===== src/rtl/vec3_join.sv =====
// vec3_join
//
// Joins two first-word-fall-through FIFOs of 3-element signed vectors into a
// single stream of (A,B) pairs. A pair is taken only when both sources have a
// word, so the two sides never drift apart. Joined pairs sit in a 2-entry
// in-order buffer whose head drives x/y straight from registers.
//
// Ports
//   clock      single clock; all state updates on the rising edge
//   reset      synchronous active-low reset
//   a[2:0]     head vector of FIFO A (valid while a_empty=0)
//   a_empty    FIFO A empty flag
//   a_rd_en    pop strobe to FIFO A
//   b[2:0]     head vector of FIFO B (valid while b_empty=0)
//   b_empty    FIFO B empty flag
//   b_rd_en    pop strobe to FIFO B (always equal to a_rd_en)
//   x[2:0]     A-half of the oldest held pair
//   y[2:0]     B-half of the oldest held pair
//   out_empty  high when no pair is held
//   out_rd_en  downstream pop of the head pair
//
// state   | meaning
// --------+-----------------------------------------------
// S_EMPTY | no pair held; out_empty=1
// S_ONE   | one pair held in the head register
// S_FULL  | two pairs held; head is older, tail is newer
module vec3_join #(
  parameter int DATA_WIDTH = 32
) (
  input  logic                         clock,
  input  logic                         reset,
  input  logic signed [DATA_WIDTH-1:0] a [2:0],
  input  logic                         a_empty,
  output logic                         a_rd_en,
  input  logic signed [DATA_WIDTH-1:0] b [2:0],
  input  logic                         b_empty,
  output logic                         b_rd_en,
  output logic signed [DATA_WIDTH-1:0] x [2:0],
  output logic signed [DATA_WIDTH-1:0] y [2:0],
  output logic                         out_empty,
  input  logic                         out_rd_en
);

  typedef enum logic [1:0] {
    S_EMPTY = 2'd0,
    S_ONE   = 2'd1,
    S_FULL  = 2'd2
  } state_t;

  state_t state;
  state_t state_next;

  logic push;
  logic pop;
  logic load_head_in;
  logic load_head_tail;
  logic load_tail_in;
  logic out_empty_q;

  logic signed [DATA_WIDTH-1:0] head_a [2:0];
  logic signed [DATA_WIDTH-1:0] head_b [2:0];
  logic signed [DATA_WIDTH-1:0] tail_a [2:0];
  logic signed [DATA_WIDTH-1:0] tail_b [2:0];

  // Pop decision looks only at state, never at out_rd_en, so S_FULL blocks
  // intake even in a cycle where the downstream is draining.
  assign push    = reset & ~a_empty & ~b_empty & (state != S_FULL);
  assign a_rd_en = push;
  assign b_rd_en = push;

  // Downstream pops on an empty buffer are dropped here.
  assign pop = out_rd_en & (state != S_EMPTY);

  always_ff @(posedge clock) begin
    if (!reset) begin
      state       <= S_EMPTY;
      out_empty_q <= 1'b1;
    end else begin
      state       <= state_next;
      out_empty_q <= (state_next == S_EMPTY);
    end
  end

  always_comb begin
    state_next     = state;
    load_head_in   = 1'b0;
    load_head_tail = 1'b0;
    load_tail_in   = 1'b0;
    case (state)
      S_EMPTY: begin
        if (push) begin
          state_next   = S_ONE;
          load_head_in = 1'b1;
        end
      end
      S_ONE: begin
        if (push && pop) begin
          // head leaves as the new pair arrives; it becomes the head directly
          load_head_in = 1'b1;
        end else if (push) begin
          state_next   = S_FULL;
          load_tail_in = 1'b1;
        end else if (pop) begin
          state_next = S_EMPTY;
        end
      end
      S_FULL: begin
        // push is impossible here, only the drain path matters
        if (pop) begin
          state_next     = S_ONE;
          load_head_tail = 1'b1;
        end
      end
      default: begin
        state_next = S_EMPTY;
      end
    endcase
  end

  always_ff @(posedge clock) begin
    if (!reset) begin
      for (int i = 0; i < 3; i++) begin
        head_a[i] <= '0;
        head_b[i] <= '0;
        tail_a[i] <= '0;
        tail_b[i] <= '0;
      end
    end else begin
      for (int i = 0; i < 3; i++) begin
        if (load_head_in) begin
          head_a[i] <= a[i];
          head_b[i] <= b[i];
        end else if (load_head_tail) begin
          head_a[i] <= tail_a[i];
          head_b[i] <= tail_b[i];
        end
        if (load_tail_in) begin
          tail_a[i] <= a[i];
          tail_b[i] <= b[i];
        end
      end
    end
  end

  assign x         = head_a;
  assign y         = head_b;
  assign out_empty = out_empty_q;

endmodule


===== config.mk =====
export PLATFORM = sky130hd
export DESIGN_NAME = vec3_join
export DESIGN_NICKNAME = d
export VERILOG_FILES = /design/src/rtl/vec3_join.sv
export SDC_FILE = /design/constraint.sdc
export NUM_CORES = 1
export LEC_CHECK = 0
export ABC_CLOCK_PERIOD_IN_PS = 17900
export CAP_MARGIN = 10
export CORE_ASPECT_RATIO = 2
export CORE_UTILIZATION = 45
export CTS_CLUSTER_DIAMETER = 100
export CTS_CLUSTER_SIZE = 30
export DETAILED_ROUTE_END_ITERATION = 8
export PLACE_DENSITY = 0.74
export SYNTH_ARGS = -nofsm -noshare
export SYNTH_HDL_FRONTEND = slang
export SYNTH_SLANG_ARGS = --single-unit

===== constraint.sdc =====
create_clock -name clock -period 17.9 [get_ports clock]
set_input_delay 3.58 -clock clock [delete_from_list [all_inputs] [get_ports clock]]
set_output_delay 3.58 -clock clock [all_outputs]
set_load 0.02 [all_outputs]

==> results.tsv <==
stage	metric	value	unit
route	vias_per_cell	5.46	
die	start_util	45.8	%
critical_path	cp_cell_sequence	buf_4 -> nand2b_4 -> nor3_1 -> clkdlybuf4s50_1	
critical_path	start_kind	primary input	
critical_path	required	14320	ps
synth	syn_nets	1690	
route	routed_wl	42500	µm
global_route	grt_pass1_vias	11800	
timing	min_period_over_period	50.1	%
critical_path	critPathBufInv	2	
clock_network	ctsResizeCount	0	
timing	fmax	112	MHz
global_route	antenna_found_initial	5	
clock_network	root_buffer	clkbuf_16	
cells_and_area	final_nets	1982	
synth	synth_area_per_cell	10.3	µm²
placed_design	post_dp_cell_area	19200	µm²
global_route	grt_pass1_wl	66100	µm
route	num_vias	12200	
global_route	grt_max_degree	194	
placed_design	gp_congestion	0.803	
synth	synth-seq-cells	387	
route	drt-pass1-iter-count	5	
min_path	hold_class	register to register	
die	io_pins	392	
placed_design	port-buffer-count	391	
timing	final_hold_viol_count	0	
critical_path	worstRegToRegCells	6	
synth	yosys_warnings	0	
clock_network	htreeDepth	1	
critical_path	slowest_delay	780	ps
critical_path	r2r_start	state[0]	
cells_and_area	mostFrequentLayoutCells	clkdlybuf4s50_1 (390), nand2_1 (384), dfxtp_1 (195)	
cells_and_area	syn2layout_area_growth	27.6	%
clock_network	hold_buffers	0	
cells_and_area	multi_input_area	4950	µm²
synth	synth-seq-area-share	62.8	%
cells_and_area	final_common_cell	clkdlybuf4s50_1	
timing	final_max_slew_viol_count	0	
status	outcome	completed	
pwr	p_leak	6.66	nW
clock_network	post_cts_buffers	0	
pwr	power_density	83.1	nW/µm²
clock_network	max-clock-path-buffers	3	
die	row_count	95	
pwr	peakVddDrop	0.0906	mV
cells_and_area	regArea	9670	µm²
min_path	hold_path_depth	2	
critical_path	end_kind	primary output	
critical_path	crit_family	buffers and inverters	
clock_network	clk_latency	530	ps
route	drt-initial-drc-count	818	
route	drc	0	
timing	finalCriticalPeriod	8960	ps
route	ant_nets	0	
clock_network	cts_sinks	387	
timing	maxSlewHeadroom	24.8	%
cells_and_area	fin_area	19700	µm²
die	coreArea	33600	µm²
timing	rsz0062_at_grt	false	
die	die_area	35000	µm²
synth	syn_area	15400	µm²
synth	ys_types	25	
timing	worstMarginPinSlew	1130	ps
die	die_h	264	µm
timing	skew	16.6	ps
min_path	min-delay-start	y[92]	
die	die_x	133	µm
run	drv_cap	0	
global_route	gr-total-overflow	0	
placed_design	dp_hpwl	26400	µm
clock_network	cts_tree	yes	
critical_path	worstPathMaxFanout	60	
critical_path	critical_path.slowest_cell	clkdlybuf4s50_1	
critical_path	rrSetupSlack	14150	ps
critical_path	critPathArrivalTime	5380	ps
clock_network	cts_buffers	16	
synth	synth_cells	1493	
critical_path	worstReg2RegEnd	y[82]	
route	wl_per_cell	19.0	µm
global_route	grt_use_total	23.7	%
timing	final.setup.tns	0	ps
critical_path	path_class	primary input to primary output	
timing	setup_viol	0	
min_path	hold_end	y[92]	
clock_network	clkTransAtPathRegs	110	ps
cells_and_area	drive_gt1_share	2.23	%
cells_and_area	fillers	2932	
worst min-delay path, stage by stage, from the launching register on:
cell and delay [ps]:
dfxtp_1 320, nand2_1 50, a31oi_1 70
metrics by stage:
stage          setup slack (ps)  util (%)  hold slack, ps  power [mW]  cells
2_1_floorplan              8310         -             507        1.10   1493
3_3_place_gp               8880      57.0             460        1.20   2203
3_5_place_dp               8910      57.0             463        1.21   2203
4_1_cts                    8890      58.4             484        1.65   2230
5_1_grt                    8810      58.5             502        1.69   2235
6_report                   8940      58.5             481        1.63   2235
how the worst max path moves through the flow:
| stage | start | endpoint | slack [ps] | cells past startpoint |
|---|---|---|---|---|
| 2_1_floorplan | out_rd_en | tail_a[0][0] | 8310 | 4 |
| 3_3_place_gp | reset | b_rd_en | 8880 | 4 |
| 3_5_place_dp | reset | b_rd_en | 8910 | 4 |
| 4_1_cts | reset | b_rd_en | 8890 | 4 |
| 5_1_grt | reset | b_rd_en | 8810 | 4 |
| 6_report | reset | b_rd_en | 8940 | 4 |
layout make-up:
type	instances	share of cell area, %
multi-input cells	976	25.2
inverters	1	0.0191
repair buffers	403	20.4
flip-flops and latches	387	49.2
diodes	5	0.0636
clock buffers	26	2.34
clock inverters	1	0.0255
well taps	436	2.77
layer usage:
metal  part of all wire (%)  track usage [%]
met4                    5.0             12.8
met3                    6.4             3.82
met2                     51             41.0
met5                      0                0
met1                     37             27.9
cells by family after synthesis:
family,count (synthesis),share of synthesized area [%]
XOR/XNOR,1,0.0569
AO/OA/AOI/OAI,388,14.2
flip-flops,387,62.8
buffers and inverters,130,5.22
AND/OR/NAND/NOR,587,17.8
cells in the mapped netlist:
master	count	area share, %
a21oi_1	1	0.032
a31o_2	1	0.057
a31oi_1	192	7.8
and2_0	1	0.041
and2_1	193	7.8
and2b_1	1	0.049
buf_1	3	0.073
buf_2	7	0.23
buf_4	2	0.097
buf_6	40	2.9
clkbuf_1	77	1.9
dfxtp_1	195	25
edfxtp_1	192	37
inv_1	1	0.024
nand2_1	385	9.4
nand2b_1	1	0.041
nand2b_4	1	0.089
nor3_1	1	0.032
nor4_4	1	0.14
o21ai_0	24	0.78
o21ai_1	170	5.5
or2_2	1	0.041
or2b_2	1	0.057
or4b_1	1	0.065
xnor2_1	1	0.057
registers in the layout (all words and copies together), names as in the netlist:
signal and count:
tail_a 96, y 96, tail_b 96, out_empty 1
x 96, state 2
power breakdown:
part           switching [mW]  total (mW)  internal, mW
combinational           0.103       0.201        0.0978
sequential             0.0186       0.987         0.968
clock                   0.266       0.447         0.180
total                   0.388        1.63          1.25
Note: power is estimated with default switching activity, not from simulation.
